**src/rtl/mem_arbiter_pkg.sv**
```systemverilog
// rtl/mem_arbiter_pkg.sv - shared arbiter state encoding, default timeout and counter sizing
package mem_arbiter_pkg;

    typedef enum logic [1:0] {
        ST_IDLE   = 2'd0,
        ST_GRANT0 = 2'd1,
        ST_GRANT1 = 2'd2
    } arb_state_e;

    // Cycles to wait for ram_done before an access is aborted with err.
    localparam int MEM_ARB_TIMEOUT_DEFAULT = 255;

    // Width of a counter that must be able to hold the value t.
    function automatic int cnt_width(input int t);
        return (t < 2) ? 1 : $clog2(t + 1);
    endfunction

endpackage

```
**src/rtl/mem_arbiter_if.sv**
```systemverilog
// rtl/mem_arbiter_if.sv - two requester ports plus the shared RAM bus
// Port side: pX_cs/we/oe/addr/wdata/size requests, pX_rdata/ready/err responses.
// RAM side : ram_addr/wdata/cs/we/oe/size towards the RAM, ram_rdata/ram_done back.
// slave  modport: the arbiter's view.
// master modport: the environment's view (requesters and RAM).
interface mem_arbiter_if;

    logic        p0_cs;
    logic        p0_we;
    logic        p0_oe;
    logic [31:0] p0_addr;
    logic [31:0] p0_wdata;
    logic [1:0]  p0_size;
    logic [31:0] p0_rdata;
    logic        p0_ready;
    logic        p0_err;

    logic        p1_cs;
    logic        p1_we;
    logic        p1_oe;
    logic [31:0] p1_addr;
    logic [31:0] p1_wdata;
    logic [1:0]  p1_size;
    logic [31:0] p1_rdata;
    logic        p1_ready;
    logic        p1_err;

    logic [31:0] ram_addr;
    logic [31:0] ram_wdata;
    logic        ram_cs;
    logic        ram_we;
    logic        ram_oe;
    logic [1:0]  ram_size;
    logic [31:0] ram_rdata;
    logic        ram_done;

    modport slave (
        input  p0_cs, p0_we, p0_oe, p0_addr, p0_wdata, p0_size,
        output p0_rdata, p0_ready, p0_err,
        input  p1_cs, p1_we, p1_oe, p1_addr, p1_wdata, p1_size,
        output p1_rdata, p1_ready, p1_err,
        output ram_addr, ram_wdata, ram_cs, ram_we, ram_oe, ram_size,
        input  ram_rdata, ram_done
    );

    modport master (
        output p0_cs, p0_we, p0_oe, p0_addr, p0_wdata, p0_size,
        input  p0_rdata, p0_ready, p0_err,
        output p1_cs, p1_we, p1_oe, p1_addr, p1_wdata, p1_size,
        input  p1_rdata, p1_ready, p1_err,
        input  ram_addr, ram_wdata, ram_cs, ram_we, ram_oe, ram_size,
        output ram_rdata, ram_done
    );

endinterface

```
**src/rtl/mem_arbiter.sv**
```systemverilog
// rtl/mem_arbiter.sv - round-robin two-port RAM arbiter with boot lock and access timeout
// clk       : single clock, rising edge
// rst_n     : synchronous active-low reset
// boot_lock : when high only port 0 (loader) may win arbitration
// bus       : requester ports and RAM bus (slave modport of mem_arbiter_if)
module mem_arbiter
    import mem_arbiter_pkg::*;
#(
    parameter int TIMEOUT = MEM_ARB_TIMEOUT_DEFAULT
) (
    input  logic         clk,
    input  logic         rst_n,
    input  logic         boot_lock,
    mem_arbiter_if.slave bus
);

    localparam int CW = cnt_width(TIMEOUT);

    arb_state_e    state_q;
    logic          last_q;      // 1: port 1 was granted most recently
    logic [CW-1:0] cnt_q;

    logic [31:0]   ram_addr_q;
    logic [31:0]   ram_wdata_q;
    logic          ram_cs_q;
    logic          ram_we_q;
    logic          ram_oe_q;
    logic [1:0]    ram_size_q;

    logic req0;
    logic req1;
    logic pick1;
    logic granted;
    logic timeout;
    logic finish;
    logic to_err;

    assign req0    = bus.p0_cs;
    assign req1    = bus.p1_cs & ~boot_lock;
    // On contention the port that did not win last time goes next.
    assign pick1   = req1 & (~req0 | ~last_q);
    assign granted = (state_q == ST_GRANT0) || (state_q == ST_GRANT1);
    assign timeout = granted && (cnt_q == CW'(TIMEOUT));
    assign finish  = granted && (bus.ram_done || timeout);
    // A ram_done landing on the timeout cycle wins: normal completion.
    assign to_err  = timeout && !bus.ram_done;

    assign bus.p0_ready = finish && (state_q == ST_GRANT0);
    assign bus.p1_ready = finish && (state_q == ST_GRANT1);
    assign bus.p0_err   = to_err && (state_q == ST_GRANT0);
    assign bus.p1_err   = to_err && (state_q == ST_GRANT1);
    assign bus.p0_rdata = (state_q == ST_GRANT0 && bus.ram_done) ? bus.ram_rdata : '0;
    assign bus.p1_rdata = (state_q == ST_GRANT1 && bus.ram_done) ? bus.ram_rdata : '0;

    assign bus.ram_addr  = ram_addr_q;
    assign bus.ram_wdata = ram_wdata_q;
    assign bus.ram_cs    = ram_cs_q;
    assign bus.ram_we    = ram_we_q;
    assign bus.ram_oe    = ram_oe_q;
    assign bus.ram_size  = ram_size_q;

    always_ff @(posedge clk) begin
        if (!rst_n) begin
            state_q     <= ST_IDLE;
            last_q      <= 1'b1;
            cnt_q       <= '0;
            ram_addr_q  <= '0;
            ram_wdata_q <= '0;
            ram_cs_q    <= 1'b0;
            ram_we_q    <= 1'b0;
            ram_oe_q    <= 1'b0;
            ram_size_q  <= '0;
        end else begin
            case (state_q)
                ST_IDLE: begin
                    if (req0 || req1) begin
                        state_q     <= pick1 ? ST_GRANT1 : ST_GRANT0;
                        last_q      <= pick1;
                        cnt_q       <= '0;
                        ram_cs_q    <= 1'b1;
                        ram_addr_q  <= pick1 ? bus.p1_addr  : bus.p0_addr;
                        ram_wdata_q <= pick1 ? bus.p1_wdata : bus.p0_wdata;
                        ram_we_q    <= pick1 ? bus.p1_we    : bus.p0_we;
                        ram_oe_q    <= pick1 ? bus.p1_oe    : bus.p0_oe;
                        ram_size_q  <= pick1 ? bus.p1_size  : bus.p0_size;
                    end
                end
                ST_GRANT0, ST_GRANT1: begin
                    if (finish) begin
                        // Always pass through IDLE so the requester can drop cs.
                        state_q  <= ST_IDLE;
                        ram_cs_q <= 1'b0;
                        ram_we_q <= 1'b0;
                        ram_oe_q <= 1'b0;
                    end else begin
                        cnt_q <= cnt_q + CW'(1);
                    end
                end
                default: begin
                    state_q  <= ST_IDLE;
                    ram_cs_q <= 1'b0;
                    ram_we_q <= 1'b0;
                    ram_oe_q <= 1'b0;
                end
            endcase
        end
    end

endmodule

```
**src/flat_wrapper.sv**
```systemverilog
// flat-port wrapper written by rule: the top's interface ports become plain ports
module mem_arbiter_flat import mem_arbiter_pkg::*;
#(
    parameter int TIMEOUT = MEM_ARB_TIMEOUT_DEFAULT
)
  (clk, rst_n, boot_lock, bus_p0_cs, bus_p0_we, bus_p0_oe, bus_p0_addr, bus_p0_wdata, bus_p0_size, bus_p0_rdata, bus_p0_ready, bus_p0_err, bus_p1_cs, bus_p1_we, bus_p1_oe, bus_p1_addr, bus_p1_wdata, bus_p1_size, bus_p1_rdata, bus_p1_ready, bus_p1_err, bus_ram_addr, bus_ram_wdata, bus_ram_cs, bus_ram_we, bus_ram_oe, bus_ram_size, bus_ram_rdata, bus_ram_done);
  mem_arbiter_if bus_i ();
  input  logic clk;
  input  logic rst_n;
  input  logic boot_lock;
  input wire logic [$bits(bus_i.p0_cs)-1:0] bus_p0_cs;
  input wire logic [$bits(bus_i.p0_we)-1:0] bus_p0_we;
  input wire logic [$bits(bus_i.p0_oe)-1:0] bus_p0_oe;
  input wire logic [$bits(bus_i.p0_addr)-1:0] bus_p0_addr;
  input wire logic [$bits(bus_i.p0_wdata)-1:0] bus_p0_wdata;
  input wire logic [$bits(bus_i.p0_size)-1:0] bus_p0_size;
  output wire logic [$bits(bus_i.p0_rdata)-1:0] bus_p0_rdata;
  output wire logic [$bits(bus_i.p0_ready)-1:0] bus_p0_ready;
  output wire logic [$bits(bus_i.p0_err)-1:0] bus_p0_err;
  input wire logic [$bits(bus_i.p1_cs)-1:0] bus_p1_cs;
  input wire logic [$bits(bus_i.p1_we)-1:0] bus_p1_we;
  input wire logic [$bits(bus_i.p1_oe)-1:0] bus_p1_oe;
  input wire logic [$bits(bus_i.p1_addr)-1:0] bus_p1_addr;
  input wire logic [$bits(bus_i.p1_wdata)-1:0] bus_p1_wdata;
  input wire logic [$bits(bus_i.p1_size)-1:0] bus_p1_size;
  output wire logic [$bits(bus_i.p1_rdata)-1:0] bus_p1_rdata;
  output wire logic [$bits(bus_i.p1_ready)-1:0] bus_p1_ready;
  output wire logic [$bits(bus_i.p1_err)-1:0] bus_p1_err;
  output wire logic [$bits(bus_i.ram_addr)-1:0] bus_ram_addr;
  output wire logic [$bits(bus_i.ram_wdata)-1:0] bus_ram_wdata;
  output wire logic [$bits(bus_i.ram_cs)-1:0] bus_ram_cs;
  output wire logic [$bits(bus_i.ram_we)-1:0] bus_ram_we;
  output wire logic [$bits(bus_i.ram_oe)-1:0] bus_ram_oe;
  output wire logic [$bits(bus_i.ram_size)-1:0] bus_ram_size;
  input wire logic [$bits(bus_i.ram_rdata)-1:0] bus_ram_rdata;
  input wire logic [$bits(bus_i.ram_done)-1:0] bus_ram_done;
  assign bus_i.p0_cs = bus_p0_cs;
  assign bus_i.p0_we = bus_p0_we;
  assign bus_i.p0_oe = bus_p0_oe;
  assign bus_i.p0_addr = bus_p0_addr;
  assign bus_i.p0_wdata = bus_p0_wdata;
  assign bus_i.p0_size = bus_p0_size;
  assign bus_p0_rdata = bus_i.p0_rdata;
  assign bus_p0_ready = bus_i.p0_ready;
  assign bus_p0_err = bus_i.p0_err;
  assign bus_i.p1_cs = bus_p1_cs;
  assign bus_i.p1_we = bus_p1_we;
  assign bus_i.p1_oe = bus_p1_oe;
  assign bus_i.p1_addr = bus_p1_addr;
  assign bus_i.p1_wdata = bus_p1_wdata;
  assign bus_i.p1_size = bus_p1_size;
  assign bus_p1_rdata = bus_i.p1_rdata;
  assign bus_p1_ready = bus_i.p1_ready;
  assign bus_p1_err = bus_i.p1_err;
  assign bus_ram_addr = bus_i.ram_addr;
  assign bus_ram_wdata = bus_i.ram_wdata;
  assign bus_ram_cs = bus_i.ram_cs;
  assign bus_ram_we = bus_i.ram_we;
  assign bus_ram_oe = bus_i.ram_oe;
  assign bus_ram_size = bus_i.ram_size;
  assign bus_i.ram_rdata = bus_ram_rdata;
  assign bus_i.ram_done = bus_ram_done;
  mem_arbiter #(.TIMEOUT(TIMEOUT)) u_core (.clk(clk), .rst_n(rst_n), .boot_lock(boot_lock), .bus(bus_i));
endmodule
```
**config.mk**
```make
export PLATFORM = sky130hd
export DESIGN_NAME = mem_arbiter_flat
export DESIGN_NICKNAME = d
export VERILOG_FILES = /design/src/rtl/mem_arbiter_pkg.sv /design/src/rtl/mem_arbiter_if.sv /design/src/rtl/mem_arbiter.sv /design/src/flat_wrapper.sv
export SDC_FILE = /design/constraint.sdc
export NUM_CORES = 1
export LEC_CHECK = 0
export ABC_AREA = 1
export BUFFER_PORTS_ARGS = -buffer_cell sky130_fd_sc_hd__buf_2
export CAP_MARGIN = 25
export CORE_UTILIZATION = 29
export CTS_BUF_LIST = sky130_fd_sc_hd__clkbuf_4
export DETAILED_ROUTE_END_ITERATION = 8
export GPL_TIMING_DRIVEN = 0
export HOLD_SLACK_MARGIN = 0.1
export SLEW_MARGIN = 25
export SYNTH_ARGS = -nofsm -noshare
export SYNTH_HDL_FRONTEND = slang
export SYNTH_SLANG_ARGS = --single-unit
export TNS_END_PERCENT = 5
```
**constraint.sdc**
```tcl
create_clock -name clk -period 2.33 [get_ports clk]
set_input_delay 0.466 -clock clk [delete_from_list [all_inputs] [get_ports clk]]
set_output_delay 0.466 -clock clk [all_outputs]
set_load 0.01 [all_outputs]
```
* After elaboration in Yosys (flattened, before gate mapping)
Index checks and enable logic that the tools add are counted.
Storage, ports and cells: register bits 80, bits in latches 0, memory bits (writable) 0, ROM bits 0, input bits 174, output and inout bits 137, logic and storage cells 62, memories 0
Operators by class: add/subtract/negate cells 1, $mul 0, div/mod/pow operators 0, $lt $le $gt $ge 0, equality and inequality tests 6, shift operators 0, mux-type cells 21, bitwise gates (word level) 6, reductions and logical operators 19
Operators by type and width (number):
- $mux 32 | 4
- $mux 8 | 2
- $pmux 8 s2 | 1
- $logic_and 1x1->1 | 9
- $add 8x1->8 const B | 1
- $eq 8x8->1 const B | 1
- $mux 2 | 4
- $mux 1 | 6
- $pmux 1 s2 | 3
- $ne 2x1->1 const B | 2
- $pmux 2 s2 | 1
- $reduce_and 2->1 | 2
- $logic_or 1x1->1 | 3
- $not 1->1 | 3
- $reduce_and 3->1 | 1
- $and 1x1->1 | 2
- $eq 2x1->1 const B | 1
- $eq 2x2->1 const B | 1
- $logic_not 2->1 | 1
- $ne 2x2->1 const B | 1
- $reduce_bool 2->1 | 1
- $reduce_or 2->1 | 1
- $logic_not 1->1 | 1
- $or 1x1->1 | 1

* Depth between registers and ports, before layout
depth after elaboration 7, gate-level depth with buffers 13, gate-level depth less buffers 11

* Worst setup path before layout
Ideal clock, no wire load.
kind reg-to-output, start register u_core.state_q[0], end output port bus_p0_ready, data arrival time 1.453 ns, required time 1.864 ns, slack 0.411 ns, cell stages (with the launch flop) 11, path buffers 2, cells stage by stage dfxtp_1 > inv_1 > ha_1 > buf_4 > inv_2 > nor2_1 > nand2_1 > nand2_1 > nand2_2 > buf_6 > nor2_1
On the way: longest elaborated chain between the ends 6, elaborated cells on any way between the ends 7, those cells by class 2 x eq/ne; 5 x reduce/logical
RTL lines:
- start: declaration | line mem_arbiter.sv:19 | arb_state_e state_q;
- start signal: assignment | line mem_arbiter.sv:77 | state_q <= pick1 ? ST_GRANT1 : ST_GRANT0;
- $eq 2x1->1 or $eq 2x2->1 (tied branches) | line mem_arbiter.sv:42, mem_arbiter.sv:48
- $logic_or 1x1->1 | line mem_arbiter.sv:42 | assign granted = (state_q == ST_GRANT0) || (state_q == ST_GRANT1);
- $logic_and 1x1->1 | line mem_arbiter.sv:43 | assign timeout = granted && (cnt_q == CW'(TIMEOUT));
- $logic_or 1x1->1 | line mem_arbiter.sv:44 | assign finish = granted && (bus.ram_done || timeout);
- $logic_and 1x1->1 | line mem_arbiter.sv:44
- $logic_and 1x1->1 (*) | line mem_arbiter.sv:48 | assign bus.p0_ready = finish && (state_q == ST_GRANT0);
- end: declaration | line flat_wrapper.sv:18 | output wire logic [$bits(bus_i.p0_ready)-1:0] bus_p0_ready;
Every way passes the cells marked *; elsewhere a longest branch is shown, timed or not.

* Final worst setup path
start register u_core.state_q[1], end output port bus_p1_ready
On the way: longest elaborated chain between the ends 6, elaborated cells on any way between the ends 7, those cells by class 2 x eq/ne; 5 x reduce/logical
RTL lines:
- $eq 2x1->1 or $eq 2x2->1 (tied branches) | line mem_arbiter.sv:42, mem_arbiter.sv:49
- $logic_or 1x1->1 | line mem_arbiter.sv:42
- $logic_and 1x1->1 | line mem_arbiter.sv:43
- $logic_or 1x1->1 | line mem_arbiter.sv:44
- $logic_and 1x1->1 | line mem_arbiter.sv:44
- $logic_and 1x1->1 (*) | line mem_arbiter.sv:49 | assign bus.p1_ready = finish && (state_q == ST_GRANT1);
- end: declaration | line flat_wrapper.sv:27 | output wire logic [$bits(bus_i.p1_ready)-1:0] bus_p1_ready;
Marks and branches as above.

==> results.md <==
- Status: completed
- Max cap viols: 0
- Reg power frac: between 40 and 50%
- Reg2Reg Depth: 13
- Switching Fraction: about a third
- Combinational share of power: ~31%
- Initial antenna violation count: 3
- Critical Path End Type: output pin
- WL final: 16.6 mm
- P per Cell Area: 589 nW/um2
- Avg WL per Cell: 14.8 um
- Metal-1 WL: about 6.5 mm
- Worst Setup Path Type: reg -> out
- Max Clk Rate: 0.438 GHz
- DRC: 0
- Clock sinks: 80
- RSZ-0062 raised after global routing: yes
- Post-route minimum period: ~2300 ps
- HPWL Detailed: 13.1 mm
- Max-slew violations: 0
- Flops & latches, synth: 80
- Leak: between 3 and 4 nW
- Final core utilization: around 45%
- Final setup TNS: 0 ps
- 1st-pass router iterations: 4
- Crit-path max cell delay: 360 ps
- Area share of the leading cell type in the synthesized netlist: approximately 40%
- Synthesized area: 4020 um2
- WP data required: 1860 ps
- Clock power frac: roughly a quarter
- Worst-path fanout max: 5
- Standard cell core area: about 13,000 um2
- Register-to-Register Setup Slack: approximately 570 ps
- DR vias/cell: roughly 4.7
- Worst skew pair latency: 460 ps
- Worst-margin pin slew: roughly 590 ps
- Worst Hold Class: in -> reg
- Chip Height: between 100 and 150 um
- Skew final: 22.2 ps
- Post-synthesis cell count: between 600 and 700
- Yosys cell types: 21
- Critical Path, Cell by Cell: inv_2 > ha_4 > buf_6 > inv_4 > nor2_4 > nand2_2 > nand2_2 > nand2_4 > nor2_2 > buf_2
- Die width: between 100 and 150 um
- Met2 wire length: between 8 and 9 mm
- Metal3 WL: 1.24 mm
- Place WS: a little under 200 ps
- Remaining global-route overflow: 0
- Root Driver: clkbuf_4
- Sequential area share after synthesis: between 30% and 40%
- Hold path startpoint: bus_p1_wdata[24]
- GRT Overall Usage: 22.9%
- Antenna Violating Nets Remaining: 0
- Starting Density: 30.0%
- Vias in the first global route: between 5k and 6k
- Die ar.: around 14,000 um2
- Critical path arrival: 1820 ps
- Clock Path Buffers: 2
- Yosys top cell by area: dfxtp_1
- DR vias: 5,236
- Setup crit start kind: register
- Register clock-pin slew on the reported worst setup and hold paths: 140 ps
- Share of cells above drive strength 1: 38.5%
- GPL Wtd Cong: about 0.88
- Final setup fails: 0
- Internal: between 2 and 2.5 mW
- Area Growth Syn to Fin: 49.2%
- IO Pins: roughly 310
- Switch Pwr: approximately 1.2 mW
- First-pass GRT wire length: about 25 mm
- Mean post-synth cell area: approximately 6.5 um2
- Final period util: 98.1%
- Buffers on Ports: roughly 300
- Top cell by count, worst path: nand2_2
- Final hold viol count: 0
- Largest net degree at the start of global routing: 13
- Synth Net Count: 794
- Critical R2R Capture: u_core.cnt_q[1]
- Worst r2r src: u_core.state_q[1]
- Ranking of synthesized cells by area: dfxtp_1 (40%), a21oi_1 (17%), nand2_1 (10%)
- Post-cts hold buffer count: 0
- Worst Hold End: u_core.bus.ram_wdata[24]
- # nets final: around 1.1k
- Starting DRT DRC Count: roughly 190
- H-tree levels: 3
- Worst vdd ir: ~0.00032 V
- WHS Path Cells: 3
- Relative slew slack: between 60% and 70%
- Overall Power: 3.54 mW
- Yosys warns: 0
- CP delay by family, top: simple AND/OR/NAND/NOR gates
- WP buf/inv: 4
- CTS tree: done
- Num rows: 42
- Worst setup margin: about 45 ps
- Highest Signal Layer: met4
- CTS buffer count: 9
- CP max-delay cell: dfxtp_2
[cell families after synthesis]
| family | share of synthesized area (%) |
|---|---|
| adders and majority gates | 1.24 |
| DFF | 39.8 |
| and+or+nand+nor | 22.0 |
| AOI/OAI and AO/OA | 26.6 |
| buffers and inverters | 10.4 |
[layer usage]
layer	track usage [%]	vias up
li1	-	2643
met1	24.5	2326
met2	42.1	239
met3	6.04	28
met4	10.2	0
met5	0	-
[power groups by stage]
stage	clock network, mW	logic [mW]	registers, mW
6_report	0.844	1.08	1.61
3_5_place_dp	0	1.07	1.64
2_1_floorplan	0	0.500	1.71
4_1_cts	0.870	1.09	1.61
5_1_grt	0.926	1.21	1.63
3_3_place_gp	0	1.06	1.64
[state kept, by name (all words and copies together), names as in the netlist]
register and flops:
u_core.bus.ram_we 1, u_core.state_q 2, u_core.cnt_q 8, u_core.bus.ram_addr 32, u_core.last_q 1, u_core.bus.ram_size 2
u_core.bus.ram_cs 1, u_core.bus.ram_wdata 32, u_core.bus.ram_oe 1
[tightest hold or removal path, cell delays in order]
cell	delay (ps)
buf_2	90
nand2_1	50
a21oi_1	60
[synth_stat cells]
library cell	number
a21oi_1	139
nand2_1	112
nor2_1	84
dfxtp_1	80
o21ai_0	67
inv_1	51
clkbuf_1	36
nand3_1	21
buf_6	4
ha_1	4
inv_2	4
buf_2	3
buf_4	2
nand2_2	2
a21boi_4	1
nand3_2	1
nor2_4	1
nor3_1	1
o211ai_2	1
o21bai_1	1
or2_2	1
[worst max path at each step]
stage	startpoint	endpoint	slack, ps	cells after the start
2_1_floorplan	u_core.state_q[0]	bus_p0_ready	410	10
3_3_place_gp	u_core.state_q[0]	bus_p0_ready	210	11
3_5_place_dp	u_core.state_q[1]	bus_p1_ready	190	11
4_1_cts	u_core.state_q[1]	bus_p1_ready	-50	11
5_1_grt	u_core.state_q[1]	bus_p1_ready	-80	10
6_report	u_core.state_q[1]	bus_p1_ready	40	10
[area by class of cell]
cell class,count,area [um2]
multi-input cells,436,2040
plain buffers,44,213
well taps,176,220
flip-flops and latches,80,1610
inverters,55,209
fillers,1455,7400
diodes,3,7.51
clock inverters,4,46.3
repair buffers,313,1580
clock buffers,11,82.6
[timing repair]
item	in CTS	in global routing
pin swaps	2	2
endpoints found under the hold margin	0	0
setup endpoints to repair	49	27
gates resized for setup	14	12
setup buffers	4	0
[through the flow]
stage | std cells | instance area [um2] | hold slack [ps]
floorplan | 616 | 4020 | 438
global placement | 1101 | 5790 | 451
detailed placement | 1101 | 5790 | 454
CTS | 1120 | 5980 | 204
global route | 1122 | 6000 | 217
finish | 1122 | 6000 | 241
[cells in the final DEF (no fill, tap or decap), drive strengths merged, types with 4 or more instances in the layout]
cell type / instances
inv: 55
buf: 322
nand3: 22
nor2: 85
o21ai: 67
nand2: 114
dfxtp: 80
clkbuf: 46
a21oi: 139
ha: 4
Power figures use the tool's default switching activity.
